### src/rtl/spatz_tcdm_port_arbiter_pkg.sv
// Shared TCDM request/response payload types for the port arbiter.
// Also provides the index-width helper used to size requester indices.
package spatz_tcdm_port_arbiter_pkg;

  typedef struct packed {
    logic [31:0] addr;
    logic        write;
    logic [3:0]  strb;
    logic [31:0] data;
  } tcdm_q_t;

  typedef struct packed {
    tcdm_q_t q;
    logic    q_valid;
  } tcdm_req_t;

  typedef struct packed {
    logic [31:0] data;
  } tcdm_p_t;

  typedef struct packed {
    logic    q_ready;
    tcdm_p_t p;
    logic    p_valid;
  } tcdm_rsp_t;

  function automatic int unsigned idx_width(input int unsigned n);
    return (n > 1) ? $clog2(n) : 1;
  endfunction

endpackage

### src/rtl/spatz_tcdm_port_arbiter_fifo.sv
// Index FIFO: remembers which requester owns each outstanding request.
// Ports: push_i/data_i in, pop_i/data_o out, full_o, empty_o, usage_o.
module spatz_tcdm_port_arbiter_fifo #(
  parameter int unsigned Depth = 4,
  parameter int unsigned Width = 1,
  parameter int unsigned CntW  = $clog2(Depth + 1)
) (
  input  logic             clk_i,
  input  logic             rst_ni,
  input  logic             push_i,
  input  logic [Width-1:0] data_i,
  input  logic             pop_i,
  output logic [Width-1:0] data_o,
  output logic             full_o,
  output logic             empty_o,
  output logic [CntW-1:0]  usage_o
);

  localparam int unsigned PtrW = (Depth > 1) ? $clog2(Depth) : 1;

  logic [Width-1:0] mem_q [Depth];
  logic [PtrW-1:0]  wr_q, rd_q;
  logic [CntW-1:0]  cnt_q;
  logic             push, pop;

  assign full_o  = (cnt_q == CntW'(Depth));
  assign empty_o = (cnt_q == '0);
  assign usage_o = cnt_q;
  assign data_o  = mem_q[rd_q];
  assign push    = push_i & ~full_o;
  assign pop     = pop_i & ~empty_o;

  function automatic logic [PtrW-1:0] inc(input logic [PtrW-1:0] p);
    return (p == PtrW'(Depth - 1)) ? '0 : p + 1'b1;
  endfunction

  always_ff @(posedge clk_i or negedge rst_ni) begin
    if (!rst_ni) begin
      wr_q  <= '0;
      rd_q  <= '0;
      cnt_q <= '0;
    end else begin
      if (push) wr_q <= inc(wr_q);
      if (pop)  rd_q <= inc(rd_q);
      if (push && !pop)      cnt_q <= cnt_q + 1'b1;
      else if (pop && !push) cnt_q <= cnt_q - 1'b1;
    end
  end

  always_ff @(posedge clk_i) begin
    if (push) mem_q[wr_q] <= data_i;
  end

endmodule

### src/rtl/spatz_tcdm_port_arbiter.sv
// Shares one TCDM port between NumReq requesters: round-robin with lock-in,
// in-order response steering via an index FIFO, credit limit MaxOutstanding.
module spatz_tcdm_port_arbiter
  import spatz_tcdm_port_arbiter_pkg::*;
#(
  parameter int unsigned NumReq         = 2,
  parameter int unsigned MaxOutstanding = 4,
  parameter type req_t = spatz_tcdm_port_arbiter_pkg::tcdm_req_t,
  parameter type rsp_t = spatz_tcdm_port_arbiter_pkg::tcdm_rsp_t
) (
  input  logic clk_i,
  input  logic rst_ni,
  input  req_t req_i [NumReq],
  output rsp_t rsp_o [NumReq],
  output req_t req_o,
  input  rsp_t rsp_i,
  output logic busy_o
);

  localparam int unsigned IdxW = idx_width(NumReq);
  localparam int unsigned CntW = $clog2(MaxOutstanding + 1);

  typedef logic [IdxW-1:0] idx_t;

  idx_t              rr_q, rr_d;
  idx_t              lock_idx_q, lock_idx_d;
  logic              lock_q, lock_d;
  idx_t              g, head;
  logic [NumReq-1:0] valid;
  logic              full, empty, hs, stall, pop;
  logic [CntW-1:0]   usage;

  // Backwards scan: the last hit is the first valid at or after ptr.
  function automatic idx_t rr_pick(input idx_t ptr,
                                   input logic [NumReq-1:0] v);
    rr_pick = ptr;
    for (int i = NumReq - 1; i >= 0; i--) begin
      int unsigned k;
      k = (32'(ptr) + 32'(i)) % NumReq;
      if (v[k]) rr_pick = idx_t'(k);
    end
  endfunction

  always_comb begin
    for (int i = 0; i < NumReq; i++) valid[i] = req_i[i].q_valid;
  end

  assign g = lock_q ? lock_idx_q : rr_pick(rr_q, valid);

  always_comb begin
    req_o         = req_i[g];
    req_o.q_valid = req_i[g].q_valid & ~full;
  end

  assign hs    = req_o.q_valid & rsp_i.q_ready;
  assign stall = req_o.q_valid & ~rsp_i.q_ready;
  assign pop   = rsp_i.p_valid & ~empty;

  // Data goes to everyone; only the ready/valid strobes are steered.
  always_comb begin
    for (int i = 0; i < NumReq; i++) begin
      rsp_o[i]         = rsp_i;
      rsp_o[i].q_ready = hs && (g == idx_t'(i));
      rsp_o[i].p_valid = pop && (head == idx_t'(i));
    end
  end

  always_comb begin
    rr_d       = rr_q;
    lock_d     = lock_q;
    lock_idx_d = lock_idx_q;
    if (hs) begin
      rr_d   = (g == idx_t'(NumReq - 1)) ? '0 : g + 1'b1;
      lock_d = 1'b0;
    end else if (stall) begin
      lock_d     = 1'b1;
      lock_idx_d = g;
    end
  end

  always_ff @(posedge clk_i or negedge rst_ni) begin
    if (!rst_ni) begin
      rr_q       <= '0;
      lock_q     <= 1'b0;
      lock_idx_q <= '0;
    end else begin
      rr_q       <= rr_d;
      lock_q     <= lock_d;
      lock_idx_q <= lock_idx_d;
    end
  end

  spatz_tcdm_port_arbiter_fifo #(
    .Depth (MaxOutstanding),
    .Width (IdxW),
    .CntW  (CntW)
  ) i_idx_fifo (
    .clk_i   (clk_i),
    .rst_ni  (rst_ni),
    .push_i  (hs),
    .data_i  (g),
    .pop_i   (pop),
    .data_o  (head),
    .full_o  (full),
    .empty_o (empty),
    .usage_o (usage)
  );

  assign busy_o = (usage != '0);

`ifndef SYNTHESIS
  a_rsp_when_empty: assert property (
    @(posedge clk_i) disable iff (!rst_ni) rsp_i.p_valid |-> !empty);
  a_lock_hold: assert property (
    @(posedge clk_i) disable iff (!rst_ni)
    lock_q |-> req_i[lock_idx_q].q_valid);
`endif

endmodule
### config.mk
export PLATFORM = sky130hd
export DESIGN_NAME = spatz_tcdm_port_arbiter
export DESIGN_NICKNAME = d
export VERILOG_FILES = /design/src/rtl/spatz_tcdm_port_arbiter_pkg.sv /design/src/rtl/spatz_tcdm_port_arbiter_fifo.sv /design/src/rtl/spatz_tcdm_port_arbiter.sv
export SDC_FILE = /design/constraint.sdc
export NUM_CORES = 1
export LEC_CHECK = 0
export CORE_AREA = 3 3 123 125
export DETAILED_ROUTE_END_ITERATION = 10
export DIE_AREA = 0 0 126 128
export PLACE_DENSITY = 0.57
export SLEW_MARGIN = 20
export SYNTH_ARGS = -nofsm -noshare
export SYNTH_HDL_FRONTEND = slang
export SYNTH_SLANG_ARGS = --single-unit
### constraint.sdc
create_clock -name clk_i -period 6.5 [get_ports clk_i]
set_input_delay 1.95 -clock clk_i [delete_from_list [all_inputs] [get_ports clk_i]]
set_output_delay 1.95 -clock clk_i [all_outputs]
set_load 0.005 [all_outputs]
* Word-level counts from Yosys, hierarchy flattened
Memories as Yosys holds them, arrays and structs flattened.
Index checks and enable logic that the tools add are counted.
** Word-level totals
- Register bits after elaboration :: 10
- Memory bits (writable) :: 4
- Output and inout bits :: 139
- Logic and storage cells :: 64
- Memories kept :: 1
** Memories
- i_idx_fifo.mem_q :: words 4, bits a word 1, rd ports 1, clocked after Yosys merged registers in 0, wr ports 1, RTL line spatz_tcdm_port_arbiter_fifo.sv:21 : logic [Width-1:0] mem_q [Depth];
** Cells by class
- Add/sub/neg operators :: 6
- Magnitude comparators :: 3
- Equality and inequality tests :: 3
- Muxes and demuxes :: 19
- Bitwise operators :: 13
- Reduce and logical (&&, ||, !) cells :: 13
** Operator list (count)
- 2-to-1 mux 70 bit :: 3
- 2-to-1 mux 1 bit :: 12
- bitwise AND 1 bit :: 6
- logical AND 1 bit :: 6
- 2-to-1 mux 3 bit :: 2
- inverter 1 bit :: 6
- adder 2 x 1 -> 2 bit (second input constant) :: 2
- == test 2 bit (second input constant) :: 2
- < comparator 1 x 2 -> 1 bit (second input constant) :: 2
- 2-to-1 mux 2 bit :: 2
- nonzero test 2 bit :: 2
- adder 3 x 1 -> 3 bit (second input constant) :: 1
- == test 3 bit (second input constant) :: 1
- zero test 3 bit :: 1
- nonzero test 3 bit :: 1
- subtractor 3 x 1 -> 3 bit (second input constant) :: 1
- adder 1 bit (second input constant) :: 2
- >= comparator 2 bit (second input constant) :: 1
- zero test 1 bit :: 2
- inverter 1 -> 2 bit :: 1
- AND reduction 2 bit :: 1

* Depth between registers and ports, before layout
- Depth in word-level cells :: 17
- Mapped depth :: 8

* Modules after synthesis
Synthesis repeated with hierarchy kept, for this count alone.
** Second synthesis, totals
- Cells, all modules :: 207
- Area total of the unflattened synthesis :: 2454.9 sq um
** By module, submodules not included
- spatz_tcdm_port_arbiter :: times used 1, cells an instance 165, area each 1855.5 sq um, seq. area each 75.1 sq um
- spatz_tcdm_port_arbiter_fifo :: times used 1, cells an instance 42, area each 599.3 sq um, seq. area each 295.3 sq um

* Least setup slack after synthesis
OpenSTA, ideal clock, no wires.
- Path kind :: input to output
- From :: input req_i[70] in the netlist's numbering
- To :: output req_o[10] in the netlist's numbering
- Arrival :: 2957 ps
- Data required time :: 4550 ps
- Setup slack :: 1593 ps
- Cell stages on the path :: 6
- Path buffers :: 2
- Path through :: inv_1 > a21oi_1 > o31a_1 > buf_6 > buf_12 > mux2_4
** RTL lines
- from (decl) :: RTL line spatz_tcdm_port_arbiter.sv:13 : input req_t req_i [NumReq],
- to (decl) :: RTL line spatz_tcdm_port_arbiter.sv:15 : output req_t req_o,

==> summary.md <==
| Metric | Value |
|---|---|
| Setup Buffers After CTS | `0` |
| Cell count after synthesis | `about 210` |
| Critical Path RT | `about 4.6 ns` |
| Post-route ant nets | `0` |
| Synth Register Bits | `14` |
| Yosys cell types | `31` |
| Final WS setup | `0.385 ns` |
| Cts bufs inserted | `3` |
| Total wire length | `around 8900 um` |
| Async S/R FF share, synth | `between 70% and 80%` |
| I/O pin cnt | `roughly 320` |
| Clk Tree Root Cell | `clkbuf_16` |
| Startpoint type of the worst setup path | `input port` |
| Post-synthesis compound-gate area fraction | `4.17%` |
| Row cnt | `43` |
| Largest family of logic cells by synthesized area | `multiplexers` |
| Global-route wire length before repair | `12600 um` |
| CTS Sinks | `14` |
| XOR/XNOR Fraction of Synth Area | `approximately 1.1%` |
| Die height | `between 100 and 150 um` |
| Mux contribution to synthesized area | `around 45%` |
| Critical path type | `input port to primary output` |
| Rel. slew slack | `between 60% and 70%` |
| Simple-Gate Fraction of Synth Area | `between 4 and 5%` |
| Crit path DAT | `between 4 and 5 ns` |
| Primary FF master, synth | `dfrtp_1` |
| # setup viols final | `0` |
| CTS tree | `built` |
| Worst-Margin Slew | `just under 0.6 ns` |
| Fmax achieved | `about 160 MHz` |
| Width of the die | `126 um` |
| DR WL/cell | `16.3 um` |
| Port Buffers | `about 220` |
| Outcome | `completed` |
| Min Tclk post-route | `between 6 and 7 ns` |
| Max clock buf depth | `2` |
| Hold buffer count at CTS | `0` |
| Largest net degree at the start of global routing | `45` |
| PwrDens | `between 300 and 400 mW/mm^2` |
| Post-place setup slack | `~0.4 ns` |
| Crit share post-route | `between 90% and 100%` |
| Hold WC Path Type | `flip-flop to flip-flop` |
| Clk pin slew, worst setup/hold paths | `0.05 ns` |
| Nets | `550` |
| Peak supply drop | `0.000178 V` |
| Register area share after synthesis | `between 10% and 20%` |
| Initial DRT Pass Iterations | `4` |
| Grt total ovfl | `0` |
| Final hold vios | `0` |
| Die area | `approximately 0.016 mm^2` |
| DRC viols | `0` |
| Setup_tns | `0 ns` |
| Adder-Cell Fraction of Synth Area | `under 10%` |
| Placeable Area | `between 0.01 and 0.015 mm^2` |
| Post-cts resize count | `0` |
| Gp weighted congestion | `~0.84` |
| RSZ-0062 raised after global routing | `no` |
| Layout area overhead | `78.5%` |
| Area of the mapped netlist | `about 0.0024 mm^2` |
| Worst Path Max Fanout | `44` |
| ANT cells | `0` |
| Initial core utilization | `17.4%` |
| Vias in the first global route | `2200` |
| Clk_lat worst skew | `0.24 ns` |
| DPL Wire Length | `7900 um` |
| YS warnings | `0` |
| Synthesized area per cell | `around 11 um^2` |
| Leakage power | `1.80 nW` |
| Nature of the critical path endpoint | `primary output` |
| First DRT Iteration DRCs | `between 100 and 150` |
| H-Tree Level Count | `1` |
| GRT Overall Usage | `9.72%` |
| Via count | `around 2100` |
| Synth Net Count | `approximately 400` |
| Vias/cell | `3.76` |
| Post-synth EDFFs | `4` |
| Fraction of layout cells with a size suffix above 1 | `between 20% and 30%` |
| Antenna violations before repair | `1` |
| Maxcap violations | `0` |
| Slew Limit Fails | `0` |
| Clock skew | `0.00288 ns` |
==> cell type report <==
| class | count | area, um^2 |
|---|---|---|
| Clock buffer | 3 | 75.1 |
| Clock inverter | 1 | 3.75 |
| Fill cell | 1463 | 9650 |
| Inverter | 5 | 18.8 |
| Multi-Input combinational cell | 122 | 1420 |
| Sequential cell | 14 | 370 |
| Tap cell | 180 | 225 |
| Timing Repair Buffer | 221 | 2230 |
==> flip-flops by register name, indices dropped and copies added, names as in the netlist <==
register,count
i_idx_fifo.mem_q,4
i_idx_fifo.usage_o,3
i_idx_fifo.rd_q,2
i_idx_fifo.wr_q,2
lock_idx_q,1
lock_q,1
rr_q,1
==> worst max-delay path, cell delays in order <==
cell,delay [ns]
clkdlybuf4s50_1,0.56
inv_1,0.11
a21oi_1,0.14
o31a_2,0.24
buf_12,0.31
mux2_2,0.37
clkdlybuf4s50_1,0.44
==> where the power goes <==
group	switching [W]	internal [W]	total [W]	leakage [nW]
combinational	0.000390	0.000771	0.00116	1.61
sequential	0.0000361	0.000132	0.000168	0.152
clock	0.0000346	0.0000813	0.000116	0.0385
total	0.000460	0.000985	0.00145	1.80
==> routing by layer <==
metal / vias up / part of all wire [%] / wire length [um] / track usage (%)
met3: 8 / 16 / 1420 / 6.42
li1: 979 / - / - / -
met4: 2 / 0.65 / 58 / 1.32
met2: 159 / 50 / 4460 / 16.8
met1: 903 / 33 / 2940 / 10.2
met5: - / 0.15 / 13 / 0
==> layout by cell type, fill, tap and decap left out, types with 2 or more instances in the layout <==
cell type | netlist | routed
o21ai_0 | 7 | 7
a21oi_1 | 3 | 3
edfxtp_1 | 4 | 4
buf_12 | 6 | 2
dfrtp_1 | 10 | 10
clkbuf_16 | 0 | 3
xor2_1 | 2 | 2
mux2_4 | 67 | 67
nand2_1 | 5 | 5
mux2_2 | 4 | 4
nand3_1 | 2 | 2
clkdlybuf4s50_1 | 0 | 218
and2_1 | 4 | 4
inv_1 | 5 | 5
nor2_1 | 8 | 8
ha_1 | 6 | 6
==> metrics by stage <==
stage / total power (W) / hold WS [ns] / util, % / std cells / area [um^2]
finish: 0.00145 / 0.522 / 31.0 / 546 / 4340
detailed placement: 0.00135 / 0.513 / 30.5 / 542 / 4260
CTS: 0.00147 / 0.528 / 31.0 / 546 / 4340
global placement: 0.00133 / 0.512 / 30.5 / 542 / 4260
floorplan: 0.000930 / 0.470 / - / 213 / 2430
global route: 0.00154 / 0.568 / 31.0 / 546 / 4340
==> synth_stat cells (2+ instances only) <==
library cell  count  share of area [%]
edfxtp_1          4                4.9
nand2_1           5               0.77
ha_1              6                3.1
a21oi_1           3               0.62
buf_12            6                4.9
nand3_1           2               0.41
buf_4            64                 20
mux2_4           67                 41
o21ai_0           7                1.4
dfrtp_1          10                 10
mux2_2            4                1.9
xor2_1            2               0.72
inv_1             5               0.77
nor2_1            8                1.2
and2_1            4                1.0
==> worst paths after layout <==
check,startpoint,endpoint,slack [ns],cells after the start
setup / recovery,req_i[70],req_o[61],0.39,7
hold / removal,rr_q$_DFFE_PN0N_,rr_q$_DFFE_PN0N_,0.52,1
setup reg to reg,lock_idx_q$_DFFE_PN0P_,i_idx_fifo.usage_o[2]$_DFFE_PN0P_,4.15,8
hold reg to reg,rr_q$_DFFE_PN0N_,rr_q$_DFFE_PN0N_,0.52,1
max in group asynchronous,rst_ni,i_idx_fifo.rd_q[0]$_DFFE_PN0P_,4.13,1
min in group asynchronous,rst_ni,i_idx_fifo.usage_o[2]$_DFFE_PN0P_,2.04,1
==> logic make-up after synthesis <==
family / Yosys count
flip-flops: 14
adder cells (fa/ha/maj): 7
multiplexers: 73
AND/OR/NAND/NOR: 23
XOR/XNOR: 3
buffers and inverters: 77
AO/OA/AOI/OAI: 16
No activity file was read; power rests on OpenSTA's default activity.
